[config.mk]
export PLATFORM = sky130hd
export DESIGN_NAME = issue_ctrl
export DESIGN_NICKNAME = d
export VERILOG_FILES = /design/src/rtl/issue_ctrl_pkg.sv /design/src/rtl/issue_ctrl_reg_scoreboard.sv /design/src/rtl/issue_ctrl.sv
export SDC_FILE = /design/constraint.sdc
export NUM_CORES = 1
export LEC_CHECK = 0
export BUFFER_PORTS_ARGS = -buffer_cell sky130_fd_sc_hd__buf_2
export CAP_MARGIN = 25
export CORE_UTILIZATION = 35
export CTS_CLUSTER_DIAMETER = 150
export DETAILED_ROUTE_END_ITERATION = 12
export PLACE_DENSITY = 0.57
export SYNTH_ARGS = -nofsm -noshare
export SYNTH_HDL_FRONTEND = slang
export SYNTH_HIERARCHICAL = 1
export SYNTH_SLANG_ARGS = --single-unit
[constraint.sdc]
create_clock -name clk -period 4.6 [get_ports clk]
set_input_delay 0.46 -clock clk [delete_from_list [all_inputs] [get_ports clk]]
set_output_delay 0.46 -clock clk [all_outputs]
set_load 0.1 [all_outputs]
[src/rtl/issue_ctrl_pkg.sv]
// Shared types and defaults for the in-order issue controller.
// State encoding, register-file geometry and default pipeline depths.
package issue_ctrl_pkg;

  typedef enum logic [1:0] {
    RUN     = 2'd0,
    WAIT_BR = 2'd1,
    FLUSH   = 2'd2
  } state_e;

  localparam int NREGS         = 32;
  localparam int REG_W         = 5;
  localparam int WB_LAT_DEF    = 4;
  localparam int FLUSH_CYC_DEF = 2;

  typedef struct packed {
    logic             valid;
    logic [REG_W-1:0] rs1;
    logic [REG_W-1:0] rs2;
    logic [REG_W-1:0] rd;
    logic             uses_rs1;
    logic             uses_rs2;
    logic             writes_rd;
    logic             is_branch;
  } dec_req_t;

  // Counter width able to hold 0..n, never narrower than one bit.
  function automatic int cnt_w(input int n);
    return (n < 1) ? 1 : $clog2(n + 1);
  endfunction

endpackage

[src/rtl/issue_ctrl_reg_scoreboard.sv]
// Per-register countdown scoreboard: a nonzero counter means a write is
// still in flight; x0 has no counter and is never busy.
module reg_scoreboard
  import issue_ctrl_pkg::*;
#(
  parameter int WB_LAT = WB_LAT_DEF
) (
  input  logic             clk,
  input  logic             rst,
  input  logic             ld_en,
  input  logic [REG_W-1:0] ld_idx,
  input  logic [REG_W-1:0] rs1,
  input  logic [REG_W-1:0] rs2,
  output logic [NREGS-1:0] busy_mask,
  output logic             rs1_busy,
  output logic             rs2_busy
);

  localparam int             CW     = cnt_w(WB_LAT);
  localparam logic [CW-1:0]  LD_VAL = CW'(WB_LAT);

  assign busy_mask[0] = 1'b0;

  for (genvar i = 1; i < NREGS; i++) begin : g_reg
    logic [CW-1:0] cnt_q;

    // A load wins over the decrement, so a WAW reissue restarts the window.
    always_ff @(posedge clk) begin
      if (rst)
        cnt_q <= '0;
      else if (ld_en && ld_idx == REG_W'(i))
        cnt_q <= LD_VAL;
      else if (cnt_q != '0)
        cnt_q <= cnt_q - 1'b1;
    end

    assign busy_mask[i] = (cnt_q != '0);
  end

  assign rs1_busy = busy_mask[rs1];
  assign rs2_busy = busy_mask[rs2];

endmodule

[src/rtl/issue_ctrl.sv]
// In-order issue controller between decode and execute: RAW interlock via
// the scoreboard, branch serialization and wrong-path squash after taken.
module issue_ctrl
  import issue_ctrl_pkg::*;
#(
  parameter int WB_LAT    = WB_LAT_DEF,
  parameter int FLUSH_CYC = FLUSH_CYC_DEF
) (
  input  logic             clk,
  input  logic             rst,
  input  logic             instr_valid,
  input  logic [REG_W-1:0] rs1,
  input  logic [REG_W-1:0] rs2,
  input  logic [REG_W-1:0] rd,
  input  logic             uses_rs1,
  input  logic             uses_rs2,
  input  logic             writes_rd,
  input  logic             is_branch,
  input  logic             br_resolve,
  input  logic             br_taken,
  output logic             issue,
  output logic             stall,
  output logic             bubble,
  output logic             flush,
  output logic [NREGS-1:0] busy_mask,
  output logic [15:0]      stall_cnt
);

  localparam int            FW      = cnt_w(FLUSH_CYC);
  localparam logic [FW-1:0] FLUSH_LD = FW'(FLUSH_CYC);

  dec_req_t         req;
  state_e           state_q;
  logic [FW-1:0]    flush_ctr_q;
  logic [15:0]      stall_cnt_q;
  logic [NREGS-1:0] busy_raw;
  logic             rs1_busy, rs2_busy;
  logic             hazard;
  logic             sb_ld;

  assign req = '{valid:     instr_valid,
                 rs1:       rs1,
                 rs2:       rs2,
                 rd:        rd,
                 uses_rs1:  uses_rs1,
                 uses_rs2:  uses_rs2,
                 writes_rd: writes_rd,
                 is_branch: is_branch};

  reg_scoreboard #(.WB_LAT(WB_LAT)) u_sb (
    .clk       (clk),
    .rst       (rst),
    .ld_en     (sb_ld),
    .ld_idx    (req.rd),
    .rs1       (req.rs1),
    .rs2       (req.rs2),
    .busy_mask (busy_raw),
    .rs1_busy  (rs1_busy),
    .rs2_busy  (rs2_busy)
  );

  assign hazard = (req.uses_rs1 && req.rs1 != '0 && rs1_busy) ||
                  (req.uses_rs2 && req.rs2 != '0 && rs2_busy);

  always_comb begin
    issue = 1'b0;
    stall = 1'b0;
    flush = 1'b0;
    if (!rst) begin
      unique case (state_q)
        RUN: begin
          issue = req.valid && !hazard;
          stall = req.valid && hazard;
        end
        WAIT_BR: stall = req.valid;
        FLUSH:   flush = 1'b1;
        default: ;
      endcase
    end
  end

  // Only real issues reach the scoreboard; squashed slots never have issue set.
  assign sb_ld  = issue && req.writes_rd && req.rd != '0;
  assign bubble = !issue;

  // Registered state may be stale in the reset cycle itself, so mask it.
  assign busy_mask = rst ? '0 : busy_raw;
  assign stall_cnt = rst ? '0 : stall_cnt_q;

  always_ff @(posedge clk) begin
    if (rst) begin
      state_q     <= RUN;
      flush_ctr_q <= '0;
      stall_cnt_q <= '0;
    end else begin
      if (stall && stall_cnt_q != 16'hFFFF)
        stall_cnt_q <= stall_cnt_q + 16'd1;

      unique case (state_q)
        RUN: begin
          if (issue && req.is_branch)
            state_q <= WAIT_BR;
        end
        WAIT_BR: begin
          if (br_resolve) begin
            if (br_taken && FLUSH_CYC > 0) begin
              state_q     <= FLUSH;
              flush_ctr_q <= FLUSH_LD;
            end else begin
              state_q <= RUN;
            end
          end
        end
        FLUSH: begin
          flush_ctr_q <= flush_ctr_q - 1'b1;
          if (flush_ctr_q <= FW'(1))
            state_q <= RUN;
        end
        default: state_q <= RUN;
      endcase
    end
  end

endmodule

## Word level (Yosys, flattened, before mapping)

Cells that the tools add are included.

- Bits of input ports: 24
- Output and inout port bits: 52
- Logic and storage cells: 365
- Bits in registers: 113

- Reductions and logical operators: 144
- Mux-type cells: 82
- Magnitude comparators: 3
- Add/subtract/negate cells: 33
- Eq/ne operators: 38

Operators with widths:

| cell | number |
|---|---|
| 3-bit two-way mux | 62 |
| 3-bit nonzero test | 31 |
| 3-bit by 1-bit subtractor with 3-bit output, second input constant | 31 |
| 5-bit equality test, second input constant | 16 |
| 2-bit nonzero test | 32 |
| 2-bit OR reduction | 31 |
| 1-bit logical AND | 41 |
| 5-bit by 4-bit equality test with 1-bit output, second input constant | 8 |
| 32-bit two-way mux | 1 |
| 5-bit by 3-bit equality test with 1-bit output, second input constant | 4 |
| 16-bit by 1-bit adder with 16-bit output, second input constant | 1 |
| 16-bit two-way mux | 1 |
| 16-bit inequality test, second input constant | 1 |
| 5-bit nonzero test | 3 |
| 5-bit by 6-bit less-than comparator with 1-bit output, second input constant | 2 |
| 2-bit two-way mux | 6 |
| 1-bit binary-select mux with 5-bit select | 2 |
| 5-bit by 2-bit equality test with 1-bit output, second input constant | 2 |
| 2-bit inequality test, second input constant | 4 |
| 1-bit two-way mux | 7 |
| 2-bit one-hot mux with 3 select lines | 1 |
| 3-bit AND reduction | 2 |
| 5-bit by 1-bit equality test with 1-bit output, second input constant | 1 |
| 2-bit one-hot mux with 2 select lines | 1 |
| other kinds (8) | 9 |

## Depth between registers and ports, before layout

- Depth in word-level cells: 13
- Gate-level depth with buffers: 17
- Mapped depth without buffers: 16

## Modules after synthesis

Netlist, hierarchy kept.

Modules (own cells, without submodules):

| module | area an instance (µm²) | cells an instance | sequential area each (µm²) | instances |
|---|---|---|---|---|
| reg_scoreboard | 5980.7 | 753 | 1861.8 | 1 |
| issue_ctrl | 1372.6 | 179 | 400.4 | 1 |

## Worst setup path before layout

Ideal clock, no wire load.

- Path kind: reg-to-reg
- Start: register u_sb.g_reg[5].cnt_q[0]
- End: register u_sb.g_reg[10].cnt_q[0]
- Cell stages (with the launch flop): 18
- Slack: -2.035 ns
- Required time: 4.468 ns
- Path buffers: 1
- Period minus slack after synthesis: 6.635 ns
- Library setup time: 0.132 ns
- Arrival: 6.503 ns
- Cell sequence: dfxtp_1 -> inv_1 -> ha_1 -> ha_1 -> clkbuf_1 -> mux4_2 -> nand2_1 -> a211o_1 -> and4_1 -> a21oi_1 -> a21oi_1 -> nor3_1 -> inv_1 -> nor2_1 -> nor2b_1 -> nand3b_1 -> nor2_1 -> nor3_1

- Cells in the longest elaborated chain, start to end: 13
- Elaborated cells on any way between the ends: 16
- Those cells by class: mux: 6; reduce/logical: 10

Ends and longest elaborated chain:

| what | RTL line | RTL |
|---|---|---|
| start: declaration | issue_ctrl_reg_scoreboard.sv:25 | `logic [CW-1:0] cnt_q;` |
| start signal: assignment | issue_ctrl_reg_scoreboard.sv:34 | `cnt_q <= cnt_q - 1'b1;` |
| 3-bit nonzero test | issue_ctrl_reg_scoreboard.sv:37 | `assign busy_mask[i] = (cnt_q != '0);` |
| 1-bit binary-select mux with 5-bit select | issue_ctrl_reg_scoreboard.sv:41 | `assign rs2_busy = busy_mask[rs2];` |
| 1-bit two-way mux (not written as such) | issue_ctrl_reg_scoreboard.sv:41 |  |
| via rs2_busy | issue_ctrl.sv:37 | `logic rs1_busy, rs2_busy;` |
| 1-bit logical AND | issue_ctrl.sv:63 | `(req.uses_rs2 && req.rs2 != '0 && rs2_busy);` |
| 1-bit logical OR | issue_ctrl.sv:62 | `assign hazard = (req.uses_rs1 && req.rs1 != '0 && rs1_busy) \|\|` |
| 1-bit logical NOT | issue_ctrl.sv:72 | `issue = req.valid && !hazard;` |
| 1-bit logical AND | issue_ctrl.sv:72 |  |
| 1-bit two-way mux | issue_ctrl.sv:70 | `unique case (state_q)` |
| 1-bit two-way mux | issue_ctrl.sv:69 | `if (!rst) begin` |
| via issue | issue_ctrl.sv:21 | `output logic issue,` |
| 1-bit logical AND (2 in a row) | issue_ctrl.sv:83 | `assign sb_ld = issue && req.writes_rd && req.rd != '0;` |
| via sb_ld | issue_ctrl.sv:39 | `logic sb_ld;` |
| 1-bit logical AND | issue_ctrl_reg_scoreboard.sv:31 | `else if (ld_en && ld_idx == REG_W'(i))` |
| 2-bit OR reduction (no source line) | - |  |
| end signal: assignment | issue_ctrl_reg_scoreboard.sv:34 |  |
| end: declaration | issue_ctrl_reg_scoreboard.sv:25 |  |

The timed path passes the listed nets, and every way through them passes these cells. The select of a mux whose other input is x is not followed.
A chain may end at the register's enable or synchronous reset.

## Worst setup path after layout

- Start: register u_sb.g_reg[8].cnt_q[0]
- End: output port stall

- Cells in the longest elaborated chain, start to end: 8
- Elaborated cells on any way between the ends: 11
- Those cells by class: mux: 6; reduce/logical: 5

Ends and longest elaborated chain:

| what | RTL line | RTL |
|---|---|---|
| start: declaration | issue_ctrl_reg_scoreboard.sv:25 |  |
| start signal: assignment | issue_ctrl_reg_scoreboard.sv:34 |  |
| 3-bit nonzero test | issue_ctrl_reg_scoreboard.sv:37 |  |
| 1-bit binary-select mux with 5-bit select | issue_ctrl_reg_scoreboard.sv:40 | `assign rs1_busy = busy_mask[rs1];` |
| 1-bit two-way mux (not written as such) | issue_ctrl_reg_scoreboard.sv:40 |  |
| via rs1_busy | issue_ctrl.sv:37 |  |
| 1-bit logical AND | issue_ctrl.sv:62 |  |
| 1-bit logical OR | issue_ctrl.sv:62 |  |
| 1-bit logical AND | issue_ctrl.sv:73 | `stall = req.valid && hazard;` |
| 1-bit one-hot mux with 2 select lines | issue_ctrl.sv:70 |  |
| 1-bit two-way mux | issue_ctrl.sv:69 |  |
| end: declaration | issue_ctrl.sv:22 | `output logic stall,` |

The timed path passes the listed nets, and every way through them passes these cells. The select of a mux whose other input is x is not followed.

==> results_dict.tcl <==
set metrics [dict create \
    status "finished with violations" \
    violations "slew limit" \
    yosysTopAreaCellShare_pct 30.8 \
    synth_area_per_cell_um2 7.89 \
    reg2reg_to "u_sb/g_reg[4].cnt_q[0]$_SDFFE_PP0P_" \
    finalPower_mw 5.22 \
    worst-path-max-fanout 14 \
    tightest_slew_ns 1.80 \
    clock_sinks 113 \
    netlist_instances 932 \
    finalCritPeriodShare_pct 84.9 \
    slowest_delay_ns 0.44 \
    ctsHoldBuffers 0 \
    postRouteAntennaNets 0 \
    hold_depth 3 \
    finClkSkew_ns 0.00928 \
    ys_ff_latch 113 \
    initial_core_util_pct 36.0 \
    ys_seq_area_share_pct 30.8 \
    place.gp.congestion 0.826 \
    die_w_um 147 \
    numCtsBuffers 17 \
    path_cells "inv_1 -> ha_1 -> ha_1 -> nor2b_1 -> a2111oi_0 -> nor4_1 -> nor4_1 -> nand2_1 -> a211o_1 -> and2_4 -> inv_1 -> buf_2" \
    area_delta_synth_final_pct 15.7 \
    synthArstFlopShare_pct 0 \
    dr.first_iter.drc_count 261 \
    hold_violations 0 \
    ys_top_cells_by_count "inv_1 (160), dfxtp_1 (113), nor2_1 (110)" \
    wl_per_cell_um 13.1 \
    root_buffer "clkbuf_16" \
    grt_usage_pct 16.1 \
    vias 5952 \
    powerDensity_mw_per_mm2 613 \
    post-cts-setup-buffers 0 \
    dr.pass1.iters 4 \
    grt_max_degree 161 \
    dieArea_mm2 0.0216 \
    r2r-start "u_sb/g_reg[3].cnt_q[0]$_SDFFE_PP0P_" \
    critical_path.top_delay_family "simple AND/OR/NAND/NOR gates" \
    grt_pass1_vias 5662 \
    synth_nets 1050 \
    portBuffers 74 \
    vias_per_cell 4.72 \
    htree_levels 4 \
    synth-edff-count 0 \
    setup_viol 0 \
    yosysWarnings 6 \
    yosysMostFrequentCell "inv_1" \
    place_area_mm2 0.00792 \
    ctsResizeCount 0 \
    min_to "state_q[0]$_SDFFE_PP0P_" \
    grt_setup_unrepaired "no" \
    fin_setup_tns_ns 0 \
    finalCriticalPeriod_ns 3.91 \
    crit_cells 12 \
    overflow 0 \
    clock_latency_ns 0.41 \
    maxCapViolations 0 \
    netlist_area_mm2 0.00735 \
    fp.coreArea_mm2 0.0204 \
    slew_violations 1 \
    relSlewSlack_pct -20.0 \
    synth.largest_area_cell "dfxtp_1" \
    holdCritStartpoint "is_branch" \
    fillers 2111 \
    crit_required_ns 4.14 \
    cts_buffer_depth 2 \
    startpoint_type "flip-flop" \
    path_clk_slew_ns 0.05 \
    max_clock_freq_mhz 256 \
    final_layout_size_suffix_gt1_share_pct 13.0 \
    critical-path-slowest-cell "buf_2" \
    hp-class "in -> reg" \
    cp_num_buf_inv 3 \
    die_h_um 147 \
    worst-setup-path-type "reg -> out" \
    cp-end-kind "output pin" \
    drt_wl_total_um 16600 \
    route.detailed.drc 0 \
    fp-row-count 52 \
    hpwl_um 12100 \
    final_nets 1097 \
    grt_pass1_wl_um 27600 \
    reg2reg_depth 16 \
    io-pin-count 76 \
    p_leak_nw 4.03 \
    synthTopCellsByArea "dfxtp_1 (31%), ha_1 (16%), inv_1 (8.2%), nor2_1 (5.6%), nor2b_1 (4.8%)" \
    critPathArrivalTime_ns 3.45 \
    synth_cell_type_count 51 \
    antenna_found_initial 0 \
    r2r_setup_slack_ns 0.91 \
    postLayoutCellArea_mm2 0.00851 \
    cts_tree "built" \
    ir_drop_mv 0.394 \
    synth_flop_cell "dfxtp_1" \
]
==> report_power, final <==
part,switching (mW),internal [mW]
registers,0.115,1.20
logic,1.76,0.854
clock network,0.431,0.863
total,2.30,2.92
==> worst reg2reg max path, cell delays in order (launching register included) <==
cell and delay [ns]:
dfxtp_1 0.32, inv_1 0.06, ha_1 0.16, ha_1 0.32
mux2i_1 0.12, a221o_1 0.35, a211o_1 0.26, and4_1 0.18
a21oi_1 0.19, a21oi_1 0.09, nor3_4 0.38, clkinvlp_4 0.21
nor2_4 0.15, nor2b_4 0.25, nand3b_1 0.19, nor2_1 0.23
nor3_1 0.07
==> final cells by class <==
type                            count  area (um2)  share of cell area (%)
Antenna cell                        1        2.50                  0.0294
Timing Repair Buffer               75         393                    4.62
Sequential cell                   113        2260                    26.6
Tap cell                          270         338                    3.97
Multi-Input combinational cell    612        4330                    50.8
Inverter                          160         604                    7.10
Clock inverter                      5        75.1                   0.882
Clock buffer                       26         509                    5.98
==> flip-flops by register name, summed over array words and instances, names as in the netlist <==
| signal | cells |
|---|---|
| u_sb/g.cnt_q | 93 |
| stall_cnt_q | 16 |
| flush_ctr_q | 2 |
| state_q | 2 |
==> kinds of logic after synthesis <==
kind of cell | after synthesis | share of synthesized area, %
xor+xnor | 31 | 3.69
flops | 113 | 30.8
mux | 51 | 7.61
buf+inv | 207 | 10.8
fa+ha+maj | 94 | 16.0
simple gates | 331 | 22.6
other cells | 1 | 0.0510
compound gates | 104 | 8.51
==> cell usage in the layout, fill, tap and decap left out, drive strengths merged, types with 2 or more instances in the layout <==
cell type / count
xor2: 30
nand2: 33
buf: 75
clkinv: 3
nand4b: 3
clkbuf: 26
a311oi: 2
nor3: 67
or3: 4
nand3b: 2
a22oi: 3
a211o: 3
and3: 3
and3b: 2
mux2: 19
ha: 94
nor2b: 56
inv: 159
mux2i: 30
o22ai: 3
nor2: 110
or2: 2
a2111oi: 3
and4: 3
a221o: 2
and2: 5
dfxtp: 113
or4: 2
o21ai: 4
nand2b: 9
nor3b: 2
bufinv: 2
a21oi: 63
or3b: 2
mux4: 2
a211oi: 16
nor4: 8
o211ai: 4
nand4: 3
nand3: 12
==> how the worst max path moves through the flow <==
stage               slack, ns                                 from                             endpoint
finish                   0.69  u_sb/g_reg[8].cnt_q[0]$_SDFFE_PP0P_                                stall
global route             0.51  u_sb/g_reg[3].cnt_q[0]$_SDFFE_PP0P_                               bubble
CTS                      0.72  u_sb/g_reg[8].cnt_q[0]$_SDFFE_PP0P_                                stall
detailed placement       0.93  u_sb/g_reg[3].cnt_q[0]$_SDFFE_PP0P_  u_sb/g_reg[4].cnt_q[0]$_SDFFE_PP0P_
global placement         0.91  u_sb/g_reg[3].cnt_q[0]$_SDFFE_PP0P_  u_sb/g_reg[4].cnt_q[1]$_SDFFE_PP0P_
floorplan                0.02  u_sb/g_reg[3].cnt_q[0]$_SDFFE_PP0P_  u_sb/g_reg[4].cnt_q[0]$_SDFFE_PP0P_
==> metrics by stage <==
step	utilization [%]	worst slack, ns	cells	hold WS, ns
6_report	41.7	0.694	1262	0.309
5_1_grt	41.6	0.514	1261	0.307
3_3_place_gp	38.8	0.909	1230	0.473
2_1_floorplan	-	0.0167	932	0.456
3_5_place_dp	38.8	0.927	1230	0.495
4_1_cts	41.6	0.721	1261	0.297
==> metal layers <==
| layer | routed length, um | track usage (%) | up-vias |
|---|---|---|---|
| li1 | - | - | 3100 |
| met1 | 7800 | 20.2 | 2742 |
| met2 | 7890 | 27.4 | 99 |
| met3 | 714 | 3.98 | 11 |
| met4 | 181 | 4.43 | 0 |
| met5 | 0 | 0 | - |
(Power assumes the default switching activity.)
